## config.mk

```make
export PLATFORM = sky130hd
export DESIGN_NAME = scpu_io_arbiter
export DESIGN_NICKNAME = d
export VERILOG_FILES = /design/src/rtl/scpu_io_arbiter.sv
export SDC_FILE = /design/constraint.sdc
export NUM_CORES = 1
export LEC_CHECK = 0
export CAP_MARGIN = 20
export CORE_MARGIN = 1
export CORE_UTILIZATION = 45
export CTS_BUF_LIST = sky130_fd_sc_hd__clkbuf_8
export DETAILED_ROUTE_END_ITERATION = 8
export PLACE_DENSITY = 0.86
export SLEW_MARGIN = 15
export SYNTH_ARGS = -nofsm -noshare
export SYNTH_HDL_FRONTEND = slang
export SYNTH_SLANG_ARGS = --single-unit
```

## constraint.sdc

```tcl
create_clock -name clk -period 4.25 [get_ports clk]
set_input_delay 0.425 -clock clk [delete_from_list [all_inputs] [get_ports clk]]
set_output_delay 0.425 -clock clk [all_outputs]
set_load 0.01 [all_outputs]
```

## src/rtl/scpu_io_arbiter.sv

```systemverilog
// Round-robin share of the SCPU ext_in/ext_out byte pair; grant HOLD cycles, then capture and done pulse.
// Latency HOLD+2 cycles per transaction; waiting requesters stall on their req level, nothing is dropped.
module scpu_io_arbiter #(
  parameter int         NREQ     = 4,
  parameter int         HOLD     = 8,
  parameter logic [7:0] IDLE_VAL = 8'h00
) (
  input  logic                clk,
  input  logic                rst,
  input  logic [NREQ-1:0]     req,
  input  logic [8*NREQ-1:0]   req_data,
  output logic [NREQ-1:0]     gnt,
  output logic [NREQ-1:0]     done,
  output logic [7:0]          rsp_data,
  output logic [7:0]          cpu_in,
  input  logic [7:0]          cpu_out,
  output logic                busy
);

  localparam int PW = $clog2(NREQ);
  localparam int CW = $clog2(HOLD + 1);

  typedef enum logic [1:0] {IDLE, DRIVE, RELEASE} state_t;

  state_t          state, state_nxt;
  logic [PW-1:0]   ptr, ptr_nxt;
  logic [CW-1:0]   cnt, cnt_nxt;
  logic [NREQ-1:0] gnt_nxt, done_nxt;
  logic [7:0]      rsp_nxt, cpu_in_nxt, win_byte;
  logic [PW:0]     idx;
  logic [PW-1:0]   win;
  logic            found;

  // Scan from the highest offset down so the lowest offset from ptr wins.
  always_comb begin
    found = 1'b0;
    win   = '0;
    idx   = '0;
    for (int k = NREQ - 1; k >= 0; k--) begin
      idx = {1'b0, ptr} + (PW+1)'(k);
      if (idx >= (PW+1)'(NREQ)) idx = idx - (PW+1)'(NREQ);
      if (req[idx[PW-1:0]]) begin
        found = 1'b1;
        win   = idx[PW-1:0];
      end
    end
  end

  always_comb begin
    win_byte = '0;
    for (int k = 0; k < NREQ; k++)
      if (win == PW'(k)) win_byte = req_data[8*k +: 8];
  end

  always_comb begin
    state_nxt  = state;
    ptr_nxt    = ptr;
    cnt_nxt    = cnt;
    gnt_nxt    = gnt;
    done_nxt   = '0;
    rsp_nxt    = rsp_data;
    cpu_in_nxt = cpu_in;
    case (state)
      IDLE: begin
        if (found) begin
          gnt_nxt    = NREQ'(1) << win;
          cpu_in_nxt = win_byte;
          cnt_nxt    = CW'(HOLD - 1);
          ptr_nxt    = (win == PW'(NREQ - 1)) ? '0 : win + PW'(1);
          state_nxt  = DRIVE;
        end
      end
      DRIVE: begin
        if (cnt != '0) begin
          cnt_nxt = cnt - CW'(1);
        end else begin
          // gnt still holds the owner, so it doubles as the done vector.
          rsp_nxt    = cpu_out;
          done_nxt   = gnt;
          gnt_nxt    = '0;
          cpu_in_nxt = IDLE_VAL;
          state_nxt  = RELEASE;
        end
      end
      RELEASE: state_nxt = IDLE;
      default: state_nxt = IDLE;
    endcase
  end

  always_ff @(posedge clk) begin
    if (rst) begin
      state    <= IDLE;
      ptr      <= '0;
      cnt      <= '0;
      gnt      <= '0;
      done     <= '0;
      rsp_data <= 8'h00;
      cpu_in   <= IDLE_VAL;
    end else begin
      state    <= state_nxt;
      ptr      <= ptr_nxt;
      cnt      <= cnt_nxt;
      gnt      <= gnt_nxt;
      done     <= done_nxt;
      rsp_data <= rsp_nxt;
      cpu_in   <= cpu_in_nxt;
    end
  end

  assign busy = (state != IDLE);

endmodule

```

== After elaboration in Yosys (flattened, before gate mapping) ==
Cells that the tools add are included.

* Add/subtract/negate cells: 9
* Order comparisons: 8
* Eq/ne operators: 7
* Shift operators: 1
* Multiplexer cells: 37
* Bitwise gates (word level): 2
* Reduce and logical (&&, ||, !) cells: 11

{| class="wikitable"
|+ Operator list
! kind !! count
|-
| 8-bit 2-to-1 mux || 6
|-
| 2-bit 2-to-1 mux || 11
|-
| 4-bit 2-to-1 mux || 4
|-
| 4-bit case mux with 2 select lines || 2
|-
| 8-bit case mux with 2 select lines || 1
|-
| 2-bit by 3-bit < comparator with 1-bit output (second input constant) || 4
|-
| 3-bit >= comparator (second input constant) || 3
|-
| 1-bit binary-select mux with 2-bit select || 4
|-
| 1-bit 2-to-1 mux || 8
|-
| 2-bit by 1-bit subtractor with 2-bit output (second input constant) || 4
|-
| 2-bit by 2-bit adder with 3-bit output (second input constant) || 2
|-
| 2-bit inequality test (second input constant) || 3
|-
| 2-bit AND reduction || 3
|-
| 3-bit AND reduction || 2
|-
| 2-bit by 1-bit == test with 1-bit output (second input constant) || 2
|-
| 2-bit == test (second input constant) || 2
|-
| 2-bit zero test || 2
|-
| 2-bit case mux with 2 select lines || 1
|-
| 2-bit nonzero test || 2
|-
| 4-bit nonzero test || 1
|-
| 1-bit by 2-bit left shift with 4-bit output (first input constant) || 1
|-
| 4-bit by 1-bit subtractor with 4-bit output (second input constant) || 1
|-
| 2-bit by 1-bit adder with 3-bit output (second input constant) || 1
|-
| 2-bit by 3-bit >= comparator with 1-bit output (second input constant) || 1
|-
| 3 further kinds || 4
|}

* Register bits: 32
* Input bits: 46
* Output and inout bits: 25
* Logic and storage cells: 82

== Logic depth before layout (Yosys ltp) ==
Gate-level depths: netlist of run 1.

* Depth in word-level cells: 16
* Mapped depth: 9
* Gate-level depth less buffers: 7

== Worst setup path before layout of run 1 ==
No wires, ideal clock.

* Kind: input to register
* Start: input req[1]
* End: register cpu_in[0]
* Library setup time: 137 ps
* Arrival time: 2006 ps
* Data required time: 4113 ps
* Slack: 2107 ps
* Stages on the path: 7
* Path buffers: 1
* Cell sequence: or3b_2 > o221a_2 > ha_1 > or2_2 > clkbuf_1 > a221oi_1 > o32ai_2

* Word-level cells in the longest chain between the ends: 13
* Elaborated cells between the ends (all ways): 28
* Those cells by class: eq/ne: 4; mux: 22; reduce/logical: 2

{| class="wikitable"
|+ Ends and longest elaborated chain
! item !! line !! text
|-
| start, declared || 10 || <nowiki>input logic [NREQ-1:0] req,</nowiki>
|-
| 1-bit binary-select mux with 2-bit select || 42 || <nowiki>if (req[idx[PW-1:0]]) begin</nowiki>
|-
| 1-bit 2-to-1 mux (implied by the code) || 42 ||
|-
| 2-bit 2-to-1 mux (4 in series) || 42 ||
|-
| 2-bit zero test || 52 || <nowiki>if (win == PW'(k)) win_byte = req_data[8*k +: 8];</nowiki>
|-
| 8-bit 2-to-1 mux (4 in series) || 52 ||
|-
| 8-bit 2-to-1 mux || 65 || <nowiki>if (found) begin</nowiki>
|-
| 8-bit case mux with 2 select lines || 63 || <nowiki>case (state)</nowiki>
|-
| end signal, assigned || 106 || <nowiki>cpu_in <= cpu_in_nxt;</nowiki>
|-
| end, declared || 15 || <nowiki>output logic [7:0] cpu_in,</nowiki>
|}

Several ways; a longest one is shown, not always the timed one. The select of a mux whose other input is x is not followed.
A chain may end at the register's enable or synchronous reset.

== Final worst setup path of run 1 ==
* Start: input req[2]
* End: register cpu_in[4]

Same word-level chain as after synthesis.

==> impl_metrics.tcl, run 1 <==
set metrics [dict create \
    grt_util_met3_pct 7.353 \
    grt_antenna_before_repair 0 \
    grt_max_degree 36 \
    drt-wirelength-per-cell_um 15.02 \
    coreArea_um2 3416 \
    portBuffers 70 \
    syn-mean-instance-area_um2 9.556 \
    finalHoldWorstSlack_ps 476.2 \
    grt_busiest_layer "met2" \
    cts_max_path_buffers 2 \
    floorplan.die_area_um2 3876 \
    drt_wl_total_mm 4.266 \
    dpl.hpwl_mm 3.063 \
    initial_utilization_pct 47.84 \
    setup-tns-final_ps 0 \
    finalHoldViolCount 0 \
    fraction_of_layout_cells_with_a_size_suffix_above_1_pct 10.92 \
    antenna_left 0 \
    capture_instance_of_the_worst_register_to_register_path "cpu_in[4]" \
    pin_count 71 \
    clk_pin_slew_worst_paths_ps 70 \
    crit_path_start "req[2]" \
    cts_tree "yes" \
    syn2layout_area_growth_pct 49.23 \
    cts-buffers-inserted 5 \
    yosys.area.top_type_share_pct 39.20 \
    worstRegToRegCells 6 \
    number_of_buffers_inserted_by_post_cts_setup_repair 0 \
    timing.clock.skew_ps 6.700 \
    cts_num_sinks 32 \
    clk-insertion-delay-late_ps 280 \
    worst_ep_required_time_ps 4450 \
    reg2reg_from "ptr[1]" \
    cp-endpoint "cpu_in[4]" \
    antennaDiodeCount 0 \
    slowest_stage "clkdlybuf4s50_1" \
    die_width_um 62.26 \
    avg_vias_per_cell 5.648 \
    outcome "finished clean" \
    stdcell_count 284 \
    synthTopCellsByArea "dfxtp_1 (39%), o32ai_2 (7.0%), a21oi_1 (4.9%), a221oi_1 (4.8%), nand2b_1 (4.2%)" \
    critical_path.startpoint_type "input pin" \
    total_leakage_power_nw 0.8410 \
    final-setup-viol-count 0 \
    global_route.overflow_total 0 \
    power.density_cell_area_nw_per_um2 399.4 \
    timing.final.crit_share_pct 59.99 \
    ys_seq_area_share_pct 39.20 \
    chipHeight_um 62.26 \
    max_cap_viol_count 0 \
    placed_inst_area_um2 2345 \
    synth_edf_count 0 \
    ir_worst_vdd_v 0.0002374 \
    max-slew-margin-rel_pct 36.68 \
    htree_num_levels 2 \
    postSynthCellCount 171 \
    global_route.usage.met1_pct 29.26 \
    critical_path_class "input pin to flip-flop" \
    yosys_warnings 0 \
    worst-endpoint-arrival_ps 2750 \
    synth_common_cells "dfxtp_1 (32), a21oi_1 (16), nand3_1 (12)" \
    post-route-cell-area_um2 2439 \
    crit_path_max_fanout 10 \
    setup.reg_to_reg.worst_slack_ps 1990 \
    synth-async-reset-ratio_pct 0 \
    place.detailed.instances 276 \
    tightest_slew_ps 947.9 \
    routed-via-count 1604 \
    replace_congestion 0.8021 \
    cts-resized-gates 0 \
    rows 21 \
    first_pass_iters 4 \
    synth.most_common_cell "dfxtp_1" \
    global_route_usage_over_all_layers_pct 23.18 \
    hold_class "flip-flop to flip-flop" \
    finalCriticalPeriod_ps 2550 \
    end_kind "flip-flop" \
    drtIter0Drc 87 \
    timing_max_transition_violations_final 0 \
    design.final.nets 288 \
    synth_top_cell_by_area "dfxtp_1" \
    postSynthRegisterBits 32 \
    postSynth.topFlopCell "dfxtp_1" \
    maxClockFrequency_mhz 392.2 \
    first_global_vias 1538 \
    drcViolationCount 0 \
    global_route_wire_length_before_repair_mm 7.245 \
    post-route-util_pct 71.39 \
    rsz_0062_raised_after_global_routing "false" \
    cts_root_buffer "clkbuf_8" \
    netlist-cell-type-count 43 \
    syn-cell-area_um2 1634 \
    cts_hold_repair.buffers 0 \
    worst_path_largest_cell_delay_ps 530 \
    mappedNetlistNets 222 \
    timing.critical_path.cells "clkdlybuf4s50_1, or3b_2, o221a_2, ha_1, nor2b_1, a221oi_1, o32ai_2" \
    use_met2_pct 38.46 \
]
## final cells by class
| class | count | area [µm²] |
|---|---|---|
| clock buffers | 6 | 82.58 |
| inverters | 7 | 28.78 |
| fillers | 268 | 977.2 |
| flip-flops and latches | 32 | 640.6 |
| multi-input cells | 120 | 909.6 |
| well taps | 46 | 57.56 |
| clock inverters | 2 | 11.26 |
| repair buffers | 71 | 708.2 |
## critical path: cells and delay by family
family	cells	cell delay [ps]
buf+inv	1	530
compound gates	3	550
fa+ha+maj	1	340
simple gates	2	900
## logic make-up (layout without fill, tap and decap cells)
logic type	count (synthesis)	after routing	synth area share, %
simple gates	45	45	17.99
compound gates	68	68	32.70
flops	32	32	39.20
mux	1	1	0.6126
xor+xnor	1	1	0.5361
buf+inv	19	86	5.130
fa+ha+maj	5	5	3.828
## power by group
group	switching (W)	internal [W]
clock	0.000113	0.000129
sequential	0.0000317	0.000339
combinational	0.000178	0.000183
## routing by layer
layer / up-vias / share of wire [%] / routed length (µm)
li1: 791 / - / -
met1: 734 / 46 / 1960
met2: 74 / 46 / 1954
met3: 5 / 7.5 / 318
met4: 0 / 0.75 / 32
met5: - / 0 / 0
## layout by cell type, fill, tap and decap left out, types with 2 or more instances in the layout
master,instances
a21oi_1,16
a221oi_1,9
a31o_2,2
a31oi_1,3
clkbuf_8,6
clkdlybuf4s50_1,70
dfxtp_1,32
ha_1,5
inv_1,6
nand2_1,3
nand2b_1,11
nand3_1,12
nor2_1,2
nor2b_1,2
nor3b_1,4
o21ai_0,10
o221ai_1,2
o22ai_1,8
o32ai_1,3
o32ai_2,7
or3b_2,2
## worst min path at each step
stage | startpoint | endpoint | slack [ps] | depth (start not counted)
after floorplan | cnt[1] | cnt[1] | 470 | 2
after global placement | rsp_data[2] | rsp_data[2] | 460 | 2
after detailed placement | rsp_data[2] | rsp_data[2] | 470 | 2
after CTS | rsp_data[2] | rsp_data[2] | 480 | 2
after global routing | rsp_data[6] | rsp_data[6] | 490 | 2
final | rsp_data[2] | rsp_data[2] | 480 | 2
## flip-flops by register name, indices dropped and copies added, names as in the netlist
signal    count
cnt           4
cpu_in        8
done          4
gnt           4
ptr           2
rsp_data      8
state         2
## metrics by stage
step | worst slack, ps | power (W)
global placement | 1482 | 0.0007307
finish | 1701 | 0.0009740
global route | 1562 | 0.001029
detailed placement | 1418 | 0.0007366
CTS | 1692 | 0.0009777
floorplan | 2107 | 0.0005983
(Power assumes the default switching activity.)
==> run 2, diff against run 1 <==
--- a/config.mk
+++ b/config.mk
@@ -7,10 +7,10 @@
 export LEC_CHECK = 0
 export CAP_MARGIN = 20
 export CORE_MARGIN = 1
-export CORE_UTILIZATION = 45
+export CORE_UTILIZATION = 39
 export CTS_BUF_LIST = sky130_fd_sc_hd__clkbuf_8
 export DETAILED_ROUTE_END_ITERATION = 8
-export PLACE_DENSITY = 0.86
+export PLACE_DENSITY = 0.79
 export SLEW_MARGIN = 15
 export SYNTH_ARGS = -nofsm -noshare
 export SYNTH_HDL_FRONTEND = slang
==> constraint.sdc (replaced) <==
create_clock -name clk -period 2 [get_ports clk]
set_input_delay 0.2 -clock clk [delete_from_list [all_inputs] [get_ports clk]]
set_output_delay 0.2 -clock clk [all_outputs]
set_load 0.01 [all_outputs]
==> impl_metrics.tcl, run 2 (same netlist as run 1, synthesis figures left out) <==
set metrics [dict create \
    max_cap_viol_count 0 \
    area_of_the_multi_input_gates_um2 1052 \
    setup-tns-final_ps 0 \
    rsz_0062_raised_after_global_routing "false" \
    finalCriticalPeriod_ps 1925 \
    cts_root_buffer "clkbuf_8" \
    cts-buffers-inserted 5 \
    crit_path_max_fanout 9 \
    critical_path_class "flip-flop to flip-flop" \
    final-setup-viol-count 0 \
    grt_antenna_before_repair 0 \
    initial_utilization_pct 40.85 \
    first_global_vias 1582 \
    reg_top3 "cpu_in: 8 flops, rsp_data: 8 flops" \
    dpl.hpwl_mm 3.314 \
    htree_num_levels 2 \
    total_leakage_power_nw 1.015 \
    fraction_of_layout_cells_with_a_size_suffix_above_1_pct 25.38 \
    critical_path.startpoint_type "flip-flop" \
    replace_congestion 0.8446 \
    floorplan.die_area_um2 4453 \
    cts_max_path_buffers 2 \
    syn2layout_area_growth_pct 69.60 \
    drt_wl_total_mm 4.678 \
    chipHeight_um 66.73 \
    stdcell_count 310 \
    global_route.overflow_total 0 \
    hold_class "input pin to flip-flop" \
    drtIter0Drc 55 \
    antenna_left 0 \
    outcome "finished clean" \
    timing_max_transition_violations_final 0 \
    tightest_slew_ps 492.6 \
    clk_pin_slew_worst_paths_ps 70 \
    final_common_cell "clkdlybuf4s50_1" \
    final_cell_mix "clkdlybuf4s50_1 (67), dfxtp_1 (31), buf_4 (21), a21oi_1 (16), nand3_1 (12)" \
    drt-wirelength-per-cell_um 15.09 \
    fillers 309 \
    avg_vias_per_cell 5.445 \
    rows 23 \
    cts_hold_repair.buffers 0 \
    power.density_cell_area_nw_per_um2 830.1 \
    routed-via-count 1688 \
    worst_ep_required_time_ps 2140 \
    ir_worst_vdd_v 0.0004581 \
    finalHoldViolCount 0 \
    end_kind "flip-flop" \
    sequential_cell_area_um2 644.4 \
    cts_tree "yes" \
    coreArea_um2 4000 \
    portBuffers 70 \
    global_route_usage_over_all_layers_pct 21.38 \
    max-slew-margin-rel_pct 67.09 \
    cts_num_sinks 32 \
    drcViolationCount 0 \
    pin_count 71 \
    timing.final.crit_share_pct 96.25 \
    first_pass_iters 4 \
    die_width_um 66.73 \
    clk-insertion-delay-late_ps 280 \
    place.detailed.instances 298 \
    timing.clock.skew_ps 9.158 \
    grt_max_degree 35 \
    maxClockFrequency_mhz 519.5 \
    worst-endpoint-arrival_ps 2070 \
    antennaDiodeCount 0 \
    global_route_wire_length_before_repair_mm 7.169 \
    design.final.nets 310 \
]
==> run 2: stage by stage <==
step	power [W]	worst slack [ps]	cell area, µm²	util, %	hold slack, ps
2_1_floorplan	0.001324	2.671	1695	-	347.7
3_3_place_gp	0.001667	-597.7	2531	63.28	458.5
3_5_place_dp	0.001678	-619.8	2531	63.28	469.3
4_1_cts	0.002231	-11.97	2674	66.84	465.4
5_1_grt	0.002432	0.2698	2771	69.28	489.0
6_report	0.002301	74.98	2771	69.28	471.3
==> run 2: area by class of cell <==
class                      count  area share (%)
clock inverter                 2          0.4063
inverter                       7           1.084
multi-input combinational    120           37.97
timing repair buffer          93           32.05
tap                           50           2.257
clock buffer                   6           2.980
sequential                    32           23.25
==> run 2: where the power goes <==
| group | switching [W] | internal (W) | leakage [nW] |
|---|---|---|---|
| Clock | 0.000235 | 0.000274 | 0.0486 |
| Sequential | 0.0000656 | 0.000723 | 0.263 |
| Combinational | 0.000465 | 0.000538 | 0.703 |
==> run 2: what timing repair did <==
item,4_1_cts,5_1_grt
pin swaps,1,5
hold endpoints to repair,0,0
buffers inserted,1,4
gates resized for setup,13,14
setup endpoints to repair,9,10
==> run 2: per-layer routing <==
| metal | part of all wire (%) | global-route usage [%] |
|---|---|---|
| met1 | 40 | 24.17 |
| met5 | 0 | 0 |
| met4 | 1.2 | 6.915 |
| met2 | 50 | 37.88 |
| met3 | 8.5 | 6.336 |
==> run 2: path summary, 6_finish.rpt <==
| path | startpoint | to | slack (ps) | depth (start not counted) |
|---|---|---|---|---|
| setup reg to reg | ptr[1] | cpu_in[6] | 70 | 7 |
| hold reg to reg | rsp_data[7] | rsp_data[7] | 480 | 2 |
| hold / removal | cpu_out[5] | rsp_data[5] | 470 | 3 |
| setup / recovery | ptr[1] | cpu_in[6] | 70 | 7 |
==> run 2: worst max-delay path, cell delays in order (launching register included) <==
cell	delay [ps]
dfxtp_4	360
or3b_4	390
o221a_4	150
ha_2	190
buf_6	150
a211o_1	300
a31oi_1	140
o32ai_1	110
